<file path="src/rtl/alu_issue_ctrl.sv">
// Issue controller between decode and a combinational 32-bit ALU: decodes R-type funct,
// drives registered ALU controls, captures the result and returns a tagged response.
module alu_issue_ctrl #(
    parameter int unsigned TRAP_OVF = 1,
    parameter int unsigned CNT_W    = 16
) (
    input  logic             clk,
    input  logic             rst_n,
    input  logic             req_valid,
    output logic             req_ready,
    input  logic [5:0]       req_funct,
    input  logic [4:0]       req_shamt,
    input  logic [31:0]      req_a,
    input  logic [31:0]      req_b,
    input  logic [3:0]       req_tag,
    output logic [31:0]      alu_a,
    output logic [31:0]      alu_b,
    output logic [1:0]       alu_mode,
    output logic [3:0]       alu_opcode,
    output logic [4:0]       alu_shamt,
    input  logic [31:0]      alu_result,
    input  logic [1:0]       alu_overflow,
    output logic             rsp_valid,
    input  logic             rsp_ready,
    output logic [31:0]      rsp_data,
    output logic [3:0]       rsp_tag,
    output logic             rsp_ovf,
    output logic             rsp_err,
    output logic             sticky_ovf,
    input  logic             clr_sticky,
    output logic [CNT_W-1:0] op_count
);

    typedef enum logic [1:0] {IDLE, EXEC, RESP} state_t;

    localparam bit LP_TRAP = (TRAP_OVF != 0);

    state_t           r_state;
    logic             r_req_ready;
    logic [31:0]      r_alu_a;
    logic [31:0]      r_alu_b;
    logic [1:0]       r_alu_mode;
    logic [3:0]       r_alu_opcode;
    logic [4:0]       r_alu_shamt;
    logic             r_sarith;
    logic             r_illegal;
    logic             r_rsp_valid;
    logic [31:0]      r_rsp_data;
    logic [3:0]       r_rsp_tag;
    logic             r_rsp_ovf;
    logic             r_rsp_err;
    logic             r_sticky;
    logic [CNT_W-1:0] r_count;

    logic [3:0]       w_opcode;
    logic             w_signed;
    logic             w_shift;
    logic             w_legal;
    logic             w_sarith;
    logic             w_unused_ovf1;

    assign w_unused_ovf1 = alu_overflow[1];

    always_comb begin
        w_opcode = '0;
        w_signed = 1'b0;
        w_shift  = 1'b0;
        w_legal  = 1'b1;
        w_sarith = 1'b0;
        case (req_funct)
            6'h20: begin w_opcode = 4'b0000; w_signed = 1'b1; w_sarith = 1'b1; end
            6'h21: begin w_opcode = 4'b0000; end
            6'h22: begin w_opcode = 4'b0001; w_signed = 1'b1; w_sarith = 1'b1; end
            6'h23: begin w_opcode = 4'b0001; end
            6'h24: begin w_opcode = 4'b0010; end
            6'h25: begin w_opcode = 4'b0011; end
            6'h00: begin w_opcode = 4'b0100; w_shift = 1'b1; end
            6'h02: begin w_opcode = 4'b0101; w_shift = 1'b1; end
            6'h03: begin w_opcode = 4'b0110; w_shift = 1'b1; end
            6'h2A: begin w_opcode = 4'b1000; w_signed = 1'b1; end
            6'h2B: begin w_opcode = 4'b1000; end
            6'h2C: begin w_opcode = 4'b0111; w_signed = 1'b1; end
            6'h2D: begin w_opcode = 4'b0111; end
            default: w_legal = 1'b0;
        endcase
    end

    always_ff @(posedge clk or negedge rst_n) begin
        if (!rst_n) begin
            r_state      <= IDLE;
            r_req_ready  <= 1'b1;
            r_alu_a      <= '0;
            r_alu_b      <= '0;
            r_alu_mode   <= '0;
            r_alu_opcode <= '0;
            r_alu_shamt  <= '0;
            r_sarith     <= 1'b0;
            r_illegal    <= 1'b0;
            r_rsp_valid  <= 1'b0;
            r_rsp_data   <= '0;
            r_rsp_tag    <= '0;
            r_rsp_ovf    <= 1'b0;
            r_rsp_err    <= 1'b0;
            r_sticky     <= 1'b0;
            r_count      <= '0;
        end else begin
            // a signed overflow captured this edge beats a simultaneous clear
            if (r_state == EXEC && r_sarith && alu_overflow[0])
                r_sticky <= 1'b1;
            else if (clr_sticky)
                r_sticky <= 1'b0;

            case (r_state)
                IDLE: begin
                    if (req_valid) begin
                        r_alu_a      <= !w_legal ? '0 : (w_shift ? req_b : req_a);
                        r_alu_b      <= (w_legal && !w_shift) ? req_b : '0;
                        r_alu_shamt  <= (w_legal && w_shift) ? req_shamt : '0;
                        r_alu_opcode <= w_opcode;
                        r_alu_mode   <= {1'b0, w_signed};
                        r_sarith     <= w_sarith;
                        r_illegal    <= !w_legal;
                        r_rsp_tag    <= req_tag;
                        r_req_ready  <= 1'b0;
                        r_state      <= EXEC;
                    end
                end
                EXEC: begin
                    r_rsp_data  <= r_illegal ? '0 : alu_result;
                    r_rsp_ovf   <= !r_illegal && alu_overflow[0];
                    r_rsp_err   <= r_illegal || (LP_TRAP && r_sarith && alu_overflow[0]);
                    r_rsp_valid <= 1'b1;
                    r_state     <= RESP;
                end
                RESP: begin
                    if (rsp_ready) begin
                        r_rsp_valid <= 1'b0;
                        r_req_ready <= 1'b1;
                        if (r_count != '1)
                            r_count <= r_count + CNT_W'(1);
                        r_state <= IDLE;
                    end
                end
                default: begin
                    r_state     <= IDLE;
                    r_req_ready <= 1'b1;
                    r_rsp_valid <= 1'b0;
                end
            endcase
        end
    end

    assign req_ready  = r_req_ready;
    assign alu_a      = r_alu_a;
    assign alu_b      = r_alu_b;
    assign alu_mode   = r_alu_mode;
    assign alu_opcode = r_alu_opcode;
    assign alu_shamt  = r_alu_shamt;
    assign rsp_valid  = r_rsp_valid;
    assign rsp_data   = r_rsp_data;
    assign rsp_tag    = r_rsp_tag;
    assign rsp_ovf    = r_rsp_ovf;
    assign rsp_err    = r_rsp_err;
    assign sticky_ovf = r_sticky;
    assign op_count   = r_count;

endmodule

</file>
<file path="config.mk">
export PLATFORM = sky130hd
export DESIGN_NAME = alu_issue_ctrl
export DESIGN_NICKNAME = d
export VERILOG_FILES = /design/src/rtl/alu_issue_ctrl.sv
export SDC_FILE = /design/constraint.sdc
export NUM_CORES = 1
export LEC_CHECK = 0
export CAP_MARGIN = 40
export CORE_MARGIN = 3
export CORE_UTILIZATION = 40
export CTS_BUF_LIST = sky130_fd_sc_hd__clkbuf_2
export DETAILED_ROUTE_END_ITERATION = 16
export GPL_TIMING_DRIVEN = 0
export PLACE_DENSITY_LB_ADDON = 0.2
export SLEW_MARGIN = 20
export SYNTH_ARGS = -nofsm -noshare
export SYNTH_HDL_FRONTEND = slang
export SYNTH_SLANG_ARGS = --single-unit
export TNS_END_PERCENT = 50
</file>
<file path="constraint.sdc">
create_clock -name clk -period 1.7 [get_ports clk]
set_clock_uncertainty 0.05 [all_clocks]
set_input_delay 0.255 -clock clk [delete_from_list [all_inputs] [get_ports clk]]
set_output_delay 0.255 -clock clk [all_outputs]
set_load 0.005 [all_outputs]
</file>
After elaboration in Yosys (flattened, before gate mapping) --
Index checks and enable logic that the tools add are counted.
Storage, ports and cells: logic and storage cells 81, bits of input ports 118, flip-flop bits (word level) 135, output and inout bits 132
Cells by class: equality and inequality tests 17, multiplexer cells 20, bitwise gates (word level) 2, add/subtract/negate cells 1, reduce and logical (&&, ||, !) cells 25
Operator list (count):
- $mux 32 | 4
- $eq 6x6->1 const B | 10
- $pmux 4 s8 | 1
- $add 16x1->16 const B | 1
- $ne 16x16->1 const B | 1
- $reduce_or 13->1 | 1
- $eq 6x2->1 const B | 2
- $mux 1 | 9
- $reduce_or 2->1 | 4
- $logic_and 1x1->1 | 6
- $logic_not 6->1 | 1
- $pmux 1 s3 | 2
- $pmux 2 s3 | 1
- $reduce_and 2->1 | 3
- $reduce_and 3->1 | 2
- $mux 5 | 1
- $mux 2 | 2
- $ne 2x2->1 const B | 2
- $reduce_or 4->1 | 1
- $logic_not 1->1 | 3
- $reduce_or 3->1 | 1
- $eq 2x1->1 const B | 1
- $eq 2x2->1 const B | 1
- $logic_not 2->1 | 1
- other kinds (3) | 4

Logic depth before layout (Yosys ltp) --
depth after elaboration 6, mapped depth 7, depth with buffers taken out 6

Least setup slack after synthesis --
No wires, ideal clock.
path kind flip-flop to flip-flop, start point register r_count[0], in the netlist op_count[0], end point register r_count[1], in the netlist op_count[1], data required time 1.522 ns, path buffers 0, library setup time 0.128 ns, path slack -0.132 ns, data arrival time 1.655 ns, stages on the path, launching flop included 6, period minus slack after synthesis 1.832 ns, cells stage by stage dfrtp_1 -> ha_1 -> nand4_2 -> nor4_4 -> nor2_1 -> mux2_1
On the way: cells in the longest elaborated chain, start to end 2, elaborated cells between the ends (all ways) 3, classes of those cells 1 x add/sub; 1 x eq/ne; 1 x reduce/logical
Ends and longest elaborated chain:
- start, declared | RTL line 53 | logic [CNT_W-1:0] r_count;
- start signal, assigned | RTL line 140 | r_count <= r_count + CNT_W'(1);
- branches (longest 2 deep; another with $add 16x1->16)
Parallel ways; which one is timed is not known. A chain may end at the register's enable or synchronous reset.

Worst setup path in the final report --
start point register r_count[2], in the netlist op_count[2], end point register r_count[15], in the netlist op_count[15]
The elaborated chain is that of the path after synthesis.

==> results.json <==
{
  "period_share_pct": 106,
  "drt_first_iter_violations": 263,
  "worstSetupEndpointType": "register",
  "netlist_area_sq_um": 5990,
  "worstSkewPairLatency_ns": 0.70,
  "pin_count": 250,
  "yosys.area.top_type_share_pct": 56.0,
  "vias": 5478,
  "grt_pass1_vias": 5710,
  "wl_per_cell_um": 17.0,
  "period_minus_slack_ns": 1.79,
  "routed_wl_mm": 18.5,
  "rsz0062_at_grt": "yes",
  "cp_data_arrival_time_ns": 2.35,
  "synth_top_family_by_area": "simple AND/OR/NAND/NOR gates",
  "synth-simple-area-share_pct": 17.0,
  "worstSetupPathType": "reg2reg",
  "die_h_um": 128,
  "synth_area_leaders": "dfrtp_1 56%, nand2_1 6.5%, mux2i_1 5.3%",
  "cts_made_buffers": 17,
  "status": "finished with violations",
  "syn_area_per_cell_sq_um": 11.1,
  "drive_gt1_share_pct": 32.9,
  "place_congestion": 0.826,
  "synth_adder_area_share_pct": 0.209,
  "hp-class": "in2reg",
  "fin_ws_ns": -0.0947,
  "yosys_warnings": 0,
  "synthDistinctLibCells": 50,
  "hold_viol": 0,
  "syn_nets": 660,
  "rows": 44,
  "yosysSeqAreaShare_pct": 56.4,
  "yosysTopAreaCell": "dfrtp_1",
  "fmax_mhz": 557,
  "layout.nets": 1011,
  "drv_cap": 0,
  "vdd_drop_max_mv": 0.474,
  "violations": "negative setup slack",
  "synthArstFlopShare_pct": 100,
  "crit_required_ns": 2.26,
  "cts_tree": "done",
  "synthCells": 541,
  "final_common_cell": "dfrtp_1",
  "root_buffer": "clkbuf_2",
  "synth_ff_type": "dfrtp_1",
  "utilization_pct": 63.7,
  "grt_use_total_pct": 21.9,
  "synth-edff-count": 0,
  "area_delta_synth_final_pct": 55.1,
  "htree_levels": 4,
  "port_buffers": 246,
  "tritoncts_num_sinks": 135,
  "synth-compound-area-share_pct": 14.7,
  "p_leak_nw": 4.50,
  "overflow": 0,
  "power_density_nw_per_um2": 1130,
  "n_fill_cell": 1222,
  "dieArea_sq_um": 16500,
  "cp_max_fo": 6,
  "worst_slew_margin_rel_pct": 62.6,
  "grt_pass1_wl_mm": 28.5,
  "route.detailed.drc": 0,
  "final.setup.tns_ns": -3.24,
  "clockBufferDepth": 2,
  "cts.clk_slew.worst_paths_ns": 0.19,
  "final_cell_mix": "127 x dfrtp_1, 114 x clkdlybuf4s50_1, 102 x nand2_1, 78 x clkbuf_2, 73 x buf_2",
  "synth_xor_area_share_pct": 1.61,
  "dp_hpwl_mm": 12.5,
  "slew_violations": 0,
  "synth_seq_cells": 135,
  "dr.pass1.iters": 4,
  "worstSetupStartpointType": "register",
  "dieWidth_um": 128,
  "grt_antenna_before_repair": 0,
  "synth.area.mux_share_pct": 5.72,
  "via_per_inst": 5.04,
  "setup_viol": 67,
  "core-area_sq_um": 14600,
  "grt_max_degree": 73,
  "worst_slew_pin_slew_ns": 0.561,
  "postRouteAntennaNets": 0,
  "start_util_pct": 41.1
}
-- where the power goes --
part | switching, W | total (W) | internal, W
Sequential | 0.000523 | 0.00463 | 0.00411
Combinational | 0.00204 | 0.00424 | 0.00220
Clock | 0.00111 | 0.00162 | 0.000514
Total | 0.00367 | 0.0105 | 0.00683
-- critical path: stages (launching register included) --
cell and delay (ns):
dfrtp_2 0.40, buf_4 0.15, nand3_1 0.29, nor4_4 0.35, nand4_1 0.16, mux2_1 0.33
-- final cells by class --
cell class | instances | area, sq um | area share, %
repair buffers | 332 | 2670 | 28.7
multi-input cells | 370 | 2490 | 26.8
clock buffers | 22 | 110 | 1.19
clock inverters | 7 | 57.6 | 0.620
plain buffers | 33 | 325 | 3.50
inverters | 3 | 13.8 | 0.148
flip-flops and latches | 135 | 3390 | 36.5
diodes | 1 | 2.50 | 0.0269
well taps | 184 | 230 | 2.48
-- kinds of logic (layout without fill, tap and decap cells) --
kind of cell    count (synthesis)  after routing
fa+ha+maj                       1              1
xor+xnor                       11             11
mux                            34             34
simple gates                  198            198
buf+inv                        36            397
flops                         135            135
other cells                     1              2
compound gates                125            125
-- metal layers --
layer / vias up / share of wire [%] / GRT usage, %
met3: 40 / 9.8 / 8.30
met5: - / 0 / 0
met1: 2629 / 39 / 25.9
li1: 2584 / - / -
met2: 225 / 49 / 36.4
met4: 0 / 2.2 / 7.74
-- cell usage after synthesis (6+ instances only) --
master,count
a21oi_1,6
a22o_1,33
clkbuf_1,16
dfrtp_1,134
mux2i_1,32
nand2_1,103
nand2b_1,39
nand3_1,12
nor2_1,9
nor3_1,9
o21ai_0,35
o21ai_1,9
o21ai_2,25
xor2_1,9
-- metrics by stage --
step	hold WS [ns]	std cells	power [W]	instance area, sq um	setup slack, ns
after floorplan	-0.0906	541	0.00630	6020	-0.0410
final	0.0683	1087	0.0105	9290	-0.0947
after global placement	0.405	971	0.00887	8710	-4.96
after global routing	0.00291	1086	0.0113	9290	-0.165
after detailed placement	0.210	972	0.00902	8740	-0.722
after CTS	0.000687	1078	0.0105	9300	-0.120
-- state kept, by name (all words and copies together) (netlist names) --
| register | flops |
|---|---|
| alu_a | 32 |
| alu_b | 32 |
| alu_mode | 1 |
| alu_opcode | 4 |
| alu_shamt | 5 |
| op_count | 16 |
| r_illegal | 1 |
| r_sarith | 1 |
| r_state | 2 |
| req_ready | 1 |
| rsp_data | 32 |
| rsp_err | 1 |
| rsp_ovf | 1 |
| rsp_tag | 4 |
| rsp_valid | 1 |
| sticky_ovf | 1 |
-- final timing paths --
path	slack (ns)	cells past startpoint	end	startpoint
setup / recovery	-0.09	5	op_count[15]$_DFFE_PN0P_	op_count[2]$_DFFE_PN0P_
hold / removal	0.07	3	rsp_data[24]$_DFFE_PN0P_	alu_result[24]
setup reg to reg	-0.09	5	op_count[15]$_DFFE_PN0P_	op_count[2]$_DFFE_PN0P_
hold reg to reg	0.45	2	alu_a[30]$_DFFE_PN0P_	alu_a[30]$_DFFE_PN0P_
max in group asynchronous	0.26	4	req_ready$_DFFE_PN1P_	rst_n
min in group asynchronous	0.58	3	op_count[15]$_DFFE_PN0P_	rst_n
-- timing repair --
item                                   CTS  global route
gates cloned                             0             3
hold buffers                            30             1
endpoints found under the hold margin  166             1
setup endpoints to repair              218           184
pin swaps                                4            14
buffers inserted                        47             4
resized for setup                      433           108
No activity file was read; power rests on OpenSTA's default activity.
